$ cat config.mk
export PLATFORM = sky130hd
export DESIGN_NAME = input_feeder
export DESIGN_NICKNAME = d
export VERILOG_FILES = /design/src/rtl/input_feeder_pkg.sv /design/src/rtl/input_feeder.sv
export SDC_FILE = /design/constraint.sdc
export NUM_CORES = 1
export LEC_CHECK = 0
export BUFFER_PORTS_ARGS = -buffer_cell sky130_fd_sc_hd__buf_2
export CORE_ASPECT_RATIO = 0.75
export CORE_MARGIN = 2
export CORE_UTILIZATION = 45
export CTS_CLUSTER_DIAMETER = 80
export DETAILED_ROUTE_END_ITERATION = 12
export PLACE_DENSITY = 0.73
export SLEW_MARGIN = 10
export SYNTH_ARGS = -nofsm -noshare
export SYNTH_HDL_FRONTEND = slang
export SYNTH_SLANG_ARGS = --single-unit
$ cat constraint.sdc
create_clock -name clk -period 2.9 [get_ports clk]
set_clock_uncertainty 0.2 [all_clocks]
set_input_delay 0.145 -clock clk [delete_from_list [all_inputs] [get_ports clk]]
set_output_delay 0.145 -clock clk [all_outputs]
set_load 0.05 [all_outputs]
$ cat src/rtl/input_feeder_pkg.sv
// Shared parameters for the CNN input path and the activation feeder state encoding.
package input_feeder_pkg;

   localparam int N_DIM_ARRAY              = 8;
   localparam int INPUT_CHANNEL_DATA_WIDTH = 8;
   localparam int MAXIMUM_DILATION_BITS    = 3;
   localparam int ACT_ADDR_WIDTH           = 16;
   localparam int STEP_COUNT_WIDTH         = 8;

   typedef enum logic [3:0] {
      ST_IDLE,
      ST_CLEAR,
      ST_LREQ,
      ST_LCAP,
      ST_LPULSE,
      ST_SREQ,
      ST_SCAP,
      ST_SPULSE,
      ST_DONE
   } feeder_state_t;

endpackage

$ cat src/rtl/input_feeder.sv
// Activation fetch sequencer: one parallel-load word from SRAM, then a run of serial
// refill words, emitting the clear / load / enable strobes the input FIFO expects.
module input_feeder
   import input_feeder_pkg::*;
#(
   parameter int N  = N_DIM_ARRAY,
   parameter int DW = INPUT_CHANNEL_DATA_WIDTH,
   parameter int AW = ACT_ADDR_WIDTH,
   parameter int SW = MAXIMUM_DILATION_BITS,
   parameter int CW = STEP_COUNT_WIDTH
) (
   input  logic                 clk,
   input  logic                 reset,
   input  logic                 start,
   input  logic [AW-1:0]        cfg_base,
   input  logic [CW-1:0]        cfg_steps,
   input  logic [SW-1:0]        cfg_shift,
   input  logic                 hold,
   output logic                 mem_req,
   output logic [AW-1:0]        mem_addr,
   input  logic [N*DW-1:0]      mem_rdata,
   output logic                 clear,
   output logic                 loading_in_parallel,
   output logic signed [DW-1:0] parallel_input_array [N],
   output logic                 enable,
   output logic signed [DW-1:0] serial_input [N],
   output logic [SW-1:0]        shift_input_buffer,
   output logic                 busy,
   output logic                 done
);

   // A shift can never consume more lanes than one word holds.
   localparam int             SHIFT_MAX   = (N < (2**SW) - 1) ? N : (2**SW) - 1;
   localparam logic [SW-1:0]  SHIFT_CLAMP = SW'(SHIFT_MAX);

   feeder_state_t state_q, state_d;

   logic [AW-1:0] base_q, base_d;
   logic [CW-1:0] steps_q, steps_d;
   logic [SW-1:0] shift_q, shift_d;
   logic [CW-1:0] step_cnt_q, step_cnt_d;

   logic signed [DW-1:0] par_q [N];
   logic signed [DW-1:0] ser_q [N];
   logic signed [DW-1:0] rdata_lanes [N];

   logic start_accept;
   logic sreq_fire;

   assign start_accept = (state_q == ST_IDLE) && start;
   assign sreq_fire    = (state_q == ST_SREQ) && !hold;

   // NOTE: sequential state uses non-blocking assignments so every register samples
   // the pre-edge values of its inputs, independent of process ordering.
   always_ff @(posedge clk or negedge reset) begin
      if (!reset) state_q <= ST_IDLE;
      else        state_q <= state_d;
   end

   // NOTE: every always_comb output gets a default first; a missing branch would
   // otherwise infer a latch.
   always_comb begin
      state_d = state_q;
      case (state_q)
         ST_IDLE:   if (start) state_d = ST_CLEAR;
         ST_CLEAR:  state_d = ST_LREQ;
         ST_LREQ:   if (!hold) state_d = ST_LCAP;
         ST_LCAP:   state_d = ST_LPULSE;
         ST_LPULSE: state_d = (steps_q != '0) ? ST_SREQ : ST_DONE;
         ST_SREQ:   if (!hold) state_d = ST_SCAP;
         ST_SCAP:   state_d = ST_SPULSE;
         ST_SPULSE: state_d = (step_cnt_q < steps_q) ? ST_SREQ : ST_DONE;
         ST_DONE:   state_d = ST_IDLE;
         default:   state_d = ST_IDLE;
      endcase
   end

   always_comb begin
      mem_req             = 1'b0;
      mem_addr            = '0;
      clear               = 1'b0;
      loading_in_parallel = 1'b0;
      enable              = 1'b0;
      done                = 1'b0;
      busy                = (state_q != ST_IDLE);
      case (state_q)
         ST_CLEAR:  clear = 1'b1;
         ST_LREQ: begin
            mem_req  = !hold;
            mem_addr = base_q;
         end
         ST_SREQ: begin
            mem_req  = !hold;
            // step_cnt_q counts refills already issued; this one is base + k, k from 1.
            mem_addr = base_q + AW'(step_cnt_q) + AW'(1);
         end
         ST_LPULSE: loading_in_parallel = 1'b1;
         ST_SPULSE: enable = 1'b1;
         ST_DONE:   done = 1'b1;
         default:   ;
      endcase
   end

   always_comb begin
      base_d     = base_q;
      steps_d    = steps_q;
      shift_d    = shift_q;
      step_cnt_d = step_cnt_q;
      if (start_accept) begin
         base_d     = cfg_base;
         steps_d    = cfg_steps;
         shift_d    = (cfg_shift > SHIFT_CLAMP) ? SHIFT_CLAMP : cfg_shift;
         step_cnt_d = '0;
      end else if (sreq_fire) begin
         step_cnt_d = step_cnt_q + CW'(1);
      end
   end

   always_comb begin
      for (int i = 0; i < N; i++) rdata_lanes[i] = mem_rdata[i*DW +: DW];
   end

   // NOTE: the data registers are reset because the FIFO side must see zeros after
   // reset; these are flops, not a RAM, so the reset costs nothing structural.
   always_ff @(posedge clk or negedge reset) begin
      if (!reset) begin
         base_q     <= '0;
         steps_q    <= '0;
         shift_q    <= '0;
         step_cnt_q <= '0;
         for (int i = 0; i < N; i++) begin
            par_q[i] <= '0;
            ser_q[i] <= '0;
         end
      end else begin
         base_q     <= base_d;
         steps_q    <= steps_d;
         shift_q    <= shift_d;
         step_cnt_q <= step_cnt_d;
         if (state_q == ST_LCAP) begin
            for (int i = 0; i < N; i++) par_q[i] <= rdata_lanes[i];
         end
         if (state_q == ST_SCAP) begin
            for (int i = 0; i < N; i++) ser_q[i] <= rdata_lanes[i];
         end
      end
   end

   assign parallel_input_array = par_q;
   assign serial_input         = ser_q;
   assign shift_input_buffer   = shift_q;

endmodule

==> impl_summary.log, run 1 <==
INFO  metric critPathTopFamily = compound AO/OA/AOI/OAI gates
INFO  metric yosys_warnings = 0
INFO  metric totalWireLength = 19.7 mm
INFO  metric prevailing_post_synth_register_cell = dfrtp_1
INFO  metric tritoncts = built
INFO  metric setup.worst_path.end_class = output pin
INFO  metric cts_root_buf = clkbuf_16
INFO  metric dpl_hpwl = 12.7 mm
INFO  metric maximum_cell_stage_delay_along_the_critical_path = 0.37 ns
INFO  metric req_time_crit_path = 2.56 ns
INFO  metric timing.final.crit_share = 108%
INFO  metric timing.critical_path.depth = 12
INFO  metric r2r_cells = 8
INFO  metric placeableCoreArea = 15900 µm²
INFO  metric dp_worst_setup_slack = 0.0637 ns
INFO  metric timing.critical_path.from_type = flip-flop
INFO  metric yosysUniqueCellTypes = 49
INFO  metric std_cell_rows = 40
INFO  metric timing.reg2reg.setup_slack = 0.13 ns
INFO  metric yosysSeqAreaShare = 57.5%
INFO  metric initial_antenna_violation_count = 0
INFO  metric clk_transition_reported_paths = 0.07 ns
INFO  metric area_overhead_vs_synth = 46.6%
INFO  metric insertedDiodeCount = 0
INFO  metric 1st_iter_drt_viols = 410
INFO  metric fp.dieH = 114 µm
INFO  metric post_synth_instance_area = 7260 µm²
INFO  metric final_design_area_no_fill = 10600 µm²
INFO  metric failed_checks = negative setup slack
INFO  metric worst-path-buf-inv = 4
INFO  metric worst_r2r_endpoint = state_q[0]$_DFFE_PN0P_
INFO  metric dieArea = 17200 µm²
INFO  metric clock_insertion_delay_worst_skew = 0.42 ns
INFO  metric detail-route-antenna-nets = 0
INFO  metric io_buffer_count = 247
INFO  metric crit_path_top_delay_cell = dfrtp_1
INFO  metric grt.total_usage = 22.6%
INFO  metric cts_inserted_buffers = 17
INFO  metric timing.critical_path.arrival = 2.79 ns
INFO  metric cp-endpoint = mem_addr[14]
INFO  metric start_util = 45.6%
INFO  metric worst_path_most_repeated_cell = inv_2
INFO  metric dpl_cell_area = 8840 µm²
INFO  metric final_nets = 1056
INFO  metric drive_above_1_share = 48.8%
INFO  metric htreeDepth = 4
INFO  metric synth.top_cells.by_area = dfrtp_1 58%, mux2_2 20%, nand2_1 4.7%
INFO  metric dr_total_vias = 6013
INFO  metric numClockSinks = 167
INFO  metric syn_avg_cell_area = 12.5 µm²
INFO  metric slew_viol_final = 0
INFO  metric timing.final.setup_violations = 4
INFO  metric timing.critical_path.from = base_q[0]$_DFFE_PN0P_
INFO  metric global_route_wire_length_before_repair = 30.4 mm
INFO  metric synth_largest_type_area_fraction = 57.5%
INFO  metric worstReg2RegStart = step_cnt_q[1]$_DFFE_PN0P_
INFO  metric fmax = 319 MHz
INFO  metric number_of_synthesized_flops_with_an_enable_pin = 0
INFO  metric io-pin-count = 248
INFO  metric crit_chain = inv_2 -> ha_4 -> inv_2 -> fa_2 -> a211oi_4 -> nor3_4 -> o41ai_4 -> buf_4 -> nor4_1 -> a21oi_1 -> nand2_1 -> buf_6
INFO  metric async_flop_share = 100%
INFO  metric timing.max_slew.rel_slack = 42.2%
INFO  metric drc = 0
INFO  metric clockBufferDepth = 2
INFO  metric crit_path_category = flip-flop to output pin
INFO  metric routed_length_per_instance = 16.9 µm
INFO  metric drt_pass_1_iters = 6
INFO  metric largest_net_degree_at_the_start_of_global_routing = 72
INFO  metric fin_crit = 3.13 ns
INFO  metric postSynthCellCount = 579
INFO  metric grt_setup_unrepaired = true
INFO  metric mappedNetlistNets = 691
INFO  metric grt.overflow.total = 0
INFO  metric final-hold-violation-count = 0
INFO  metric worst_margin_slew = 0.864 ns
INFO  metric netlist.top_cell.by_area = dfrtp_1
INFO  metric route.detailed.vias_per_inst = 5.15
INFO  metric post-route-worst-setup-slack = -0.231 ns
INFO  metric outcome = finished with violations
INFO  metric grt_pass1_vias = 6099
INFO  metric gp_congestion = 0.828
INFO  metric hold_path.class = input pin to async pin
INFO  metric path_max_fanout = 4
INFO  metric max-cap-violations = 0
INFO  metric postSynthRegisterBits = 167
INFO  metric die_w = 151 µm
## what timing repair did
item / in CTS / in global routing
resized for setup: 22 / 29
setup buffers: 6 / 9
pin swaps: 11 / 11
endpoints found under the hold margin: 225 / 0
endpoints found under the setup margin: 9 / 9
hold buffers: 96 / 0
## synthesized netlist by cell type (6+ instances only)
cell	n
a21oi_1	9
buf_2	17
nand3_1	9
mux2_2	129
clkbuf_1	7
a21o_1	6
nor2_1	17
xor2_1	6
o21ai_0	26
nand2_1	90
ha_1	16
inv_1	14
dfrtp_1	167
## routing by layer
layer  global-route usage [%]  wire, µm  up-vias
met4                     9.35       569        0
met5                        0         0        -
li1                         -         -     2759
met2                     36.3      9350      253
met1                     28.8      8310     2949
met3                     6.56      1440       52
## cell families (layout without fill, tap and decap cells)
family	after synthesis	after routing	share of synthesized area [%]
muxes	129	129	20.0
adders and majority gates	17	17	3.03
xor gates and xnor gates	11	11	1.33
DFF	167	167	57.5
buffers and inverters	40	418	2.51
and+or+nand+nor	149	149	9.44
AOI/OAI and AO/OA	66	66	6.17
## how the worst min path moves through the flow
stage / start / to / slack [ns] / cells past startpoint
after floorplan: reset / base_q[0]$_DFFE_PN0P_ / -0.35 / 0
after global placement: reset / steps_q[0]$_DFFE_PN0P_ / -0.007 / 1
after detailed placement: reset / steps_q[7]$_DFFE_PN0P_ / -0.005 / 1
after CTS: reset / steps_q[7]$_DFFE_PN0P_ / 0.11 / 2
after global routing: reset / steps_q[0]$_DFFE_PN0P_ / 0.16 / 2
final: reset / base_q[5]$_DFFE_PN0P_ / 0.09 / 2
## area by class of cell
class | count | area (µm²)
Tap cell | 210 | 263
Timing Repair Buffer | 372 | 2550
Multi-Input combinational cell | 372 | 3010
Sequential cell | 167 | 4180
Clock inverter | 14 | 164
Clock buffer | 18 | 429
Inverter | 14 | 52.6
Fill cell | 1153 | 5270
## stage by stage
step / TNS (ns) / util [%] / hold WS [ns] / instances
floorplan: 0 / - / -0.351 / 579
global placement: 0 / 55.5 / -0.00730 / 1027
detailed placement: 0 / 55.5 / -0.00495 / 1027
CTS: -0.333 / 65.9 / 0.113 / 1160
global route: -1.31 / 66.9 / 0.160 / 1167
finish: -0.722 / 66.9 / 0.0944 / 1167
## registers in the layout (all words and copies together), names as in the netlist
signal	flops
parallel_input_array	64
steps_q	8
state_q	4
shift_input_buffer	3
base_q	16
serial_input	64
step_cnt_q	8
## worst register-to-register path, cell delays in order (launching register included)
cell and delay, ns:
dfrtp_2 0.43, buf_4 0.15, ha_1 0.27, a21boi_0 0.13, o21ai_0 0.14, a21boi_0 0.17, o31a_1 0.34, a221oi_1 0.28
dlygate4sd3_1 0.59
## cell usage in the layout, fill, tap and decap left out, types with 3 or more instances in the layout
master	n
o21ai_1	4
buf_6	9
dfrtp_1	164
nand3_1	6
clkinv_4	3
nor4_1	5
nand3_2	3
xnor2_1	5
o21ai_2	3
and3_1	3
o21ai_0	20
ha_4	3
nand2_1	90
mux2_2	129
buf_2	236
a22o_1	3
inv_6	4
o211ai_1	4
nor2b_1	3
inv_2	3
buf_12	5
clkbuf_16	17
nand4_1	3
inv_1	11
buf_4	25
nand2b_1	3
ha_1	12
xor2_1	6
dlygate4sd3_1	96
a21o_1	6
a21oi_1	8
nor2_1	16
dfrtp_2	3
Power of run 1 is left out: the tool's default activity adds up to more than one toggle a clock period on the data nets, which glitch-free logic cannot reach.
==> run 2, diff against run 1 <==
TNS_END_PERCENT = 30   (was not set)
==> impl_summary.log, run 2 (same netlist as run 1, synthesis figures left out) <==
INFO  metric max-cap-violations = 0 (unchanged)
INFO  metric final_nets = 1058 (+0.19%)
INFO  metric dieArea = 17200 µm² (unchanged)
INFO  metric initial_antenna_violation_count = 0 (unchanged)
INFO  metric met1_usage = 30.0% (+1.3 points)
INFO  metric timing.critical_path.from_type = flip-flop
INFO  metric mostFrequentLayoutCells = 237 x buf_2, 165 x dfrtp_1, 129 x mux2_2, 96 x dlygate4sd3_1, 90 x nand2_1
INFO  metric setup.worst_path.end_class = output pin
INFO  metric clock_insertion_delay_worst_skew = 0.42 ns (about the same)
INFO  metric largest_net_degree_at_the_start_of_global_routing = 71 (-1.4%)
INFO  metric number_of_fill_cells = 1146 (-0.61%)
INFO  metric timing.final.crit_share = 106% (-1.5 points)
INFO  metric final-hold-violation-count = 0 (unchanged)
INFO  metric start_util = 45.6% (unchanged)
INFO  metric slew_viol_final = 0 (unchanged)
INFO  metric gp_congestion = 0.866 (+4.6%)
INFO  metric req_time_crit_path = 2.56 ns (about the same)
INFO  metric fp.dieH = 114 µm (unchanged)
INFO  metric clockBufferDepth = 2 (unchanged)
INFO  metric io-pin-count = 248 (unchanged)
INFO  metric detail-route-antenna-nets = 0 (unchanged)
INFO  metric post-route-worst-setup-slack = -0.186 ns (+0.0446 ns)
INFO  metric timing.critical_path.arrival = 2.74 ns (-0.05 ns)
INFO  metric tritoncts = built
INFO  metric totalWireLength = 20.0 mm (+1.7%)
INFO  metric grt_setup_unrepaired = true
INFO  metric worstReg2RegStart = state_q[3]$_DFFE_PN0P_
INFO  metric dp_worst_setup_slack = 0.0416 ns (-0.0221 ns)
INFO  metric r2r_cells = 7 (-1)
INFO  metric dpl_hpwl = 12.9 mm (+1.3%)
INFO  metric global_route_wire_length_before_repair = 30.8 mm (+1.3%)
INFO  metric numClockSinks = 167 (unchanged)
INFO  metric die_w = 151 µm (unchanged)
INFO  metric timing.final.setup_violations = 4 (unchanged)
INFO  metric failed_checks = negative setup slack
INFO  metric hold_path.class = input pin to async pin
INFO  metric met3_capacity_usage_during_global_routing = 5.12% (-1.4 points)
INFO  metric route.detailed.vias_per_inst = 5.05 (-2.0%)
INFO  metric drc = 0 (unchanged)
INFO  metric routed_length_per_instance = 17.1 µm (+1.5%)
INFO  metric area_overhead_vs_synth = 46.2%
INFO  metric clk_transition_reported_paths = 0.07 ns (about the same)
INFO  metric timing.critical_path.from = base_q[0]$_DFFE_PN0P_
INFO  metric htreeDepth = 4 (unchanged)
INFO  metric placeableCoreArea = 15900 µm² (unchanged)
INFO  metric cts_inserted_buffers = 17 (unchanged)
INFO  metric global_route.peak_usage_layer = met2
INFO  metric fin_crit = 3.09 ns (-0.0446 ns)
INFO  metric grt_pass1_vias = 5877 (-3.6%)
INFO  metric global_route.usage.met2 = 38.2% (+1.9 points)
INFO  metric outcome = finished with violations
INFO  metric io_buffer_count = 247 (unchanged)
INFO  metric path_max_fanout = 3 (-1)
INFO  metric timing.max_slew.rel_slack = 45.3% (+3.1 points)
INFO  metric worst_margin_slew = 0.818 ns (-0.0463 ns)
INFO  metric grt.total_usage = 23.2% (+0.64 points)
INFO  metric grt.overflow.total = 0 (unchanged)
INFO  metric fmax = 324 MHz (+1.4%)
INFO  metric 1st_iter_drt_viols = 328 (-20%)
INFO  metric crit_path_category = flip-flop to output pin
INFO  metric timing.reg2reg.setup_slack = 0.14 ns (about the same)
INFO  metric cts_root_buf = clkbuf_16
INFO  metric std_cell_rows = 40 (unchanged)
INFO  metric dr_total_vias = 5903 (-1.8%)
INFO  metric most_common_library_cell_in_the_layout_ignoring_fill_and_taps = buf_2
INFO  metric drt_pass_1_iters = 4 (-2)
INFO  metric drive_above_1_share = 48.0% (-0.83 points)
INFO  metric worst_r2r_endpoint = state_q[0]$_DFFE_PN0P_
INFO  metric insertedDiodeCount = 0 (unchanged)
## run 2: critical path, stage by stage, from the launching register on
cell and delay (ns):
dfrtp_1 0.37, inv_2 0.09, ha_4 0.14, inv_2 0.03
fa_2 0.36, a211oi_4 0.29, nor3_4 0.08, o41ai_4 0.31
buf_4 0.21, nor4_1 0.05, a21oi_1 0.13, nand2_1 0.09
buf_6 0.16
## run 2: layout make-up
cell class	count	area [µm²]	area share [%]
flip-flops and latches	167	4180	39.4
well taps	210	263	2.47
clock inverters	14	166	1.57
inverters	14	52.6	0.495
repair buffers	374	2550	24.0
clock buffers	18	429	4.04
multi-input cells	372	2980	28.0
## run 2: metrics by stage
step                      setup TNS (ns)  instance area [µm²]  hold slack (ns)  std cells  utilization (%)
after floorplan                  -0.0253                 7260           -0.351        579                -
final                             -0.511                10600           0.0649       1169             66.7
after detailed placement               0                 8880           -0.126       1034             55.8
after global placement                 0                 8880           -0.122       1034             55.8
after global routing               -1.50                10600           0.0798       1169             66.7
after CTS                         -0.408                10500           0.0545       1165             66.2
## run 2: metal layers
metal	routed length [µm]	up-vias
met5	0	-
met4	556	0
met3	1160	45
met2	9990	204
met1	8300	2890
li1	-	2764
## run 2: worst max-delay path by stage
stage	endpoint	slack, ns
floorplan	mem_addr[4]	-0.02
global placement	mem_addr[12]	0.06
detailed placement	mem_addr[12]	0.04
CTS	mem_addr[14]	-0.16
global route	mem_addr[14]	-0.31
finish	mem_addr[14]	-0.19
## run 2: timing repair
action	CTS	global route
hold buffers	97	0
endpoints found under the setup margin	9	11
buffers inserted	2	4
endpoints found under the hold margin	324	0
resized for setup	22	14
pin swaps	9	4
Power of run 2 is left out for the same reason.
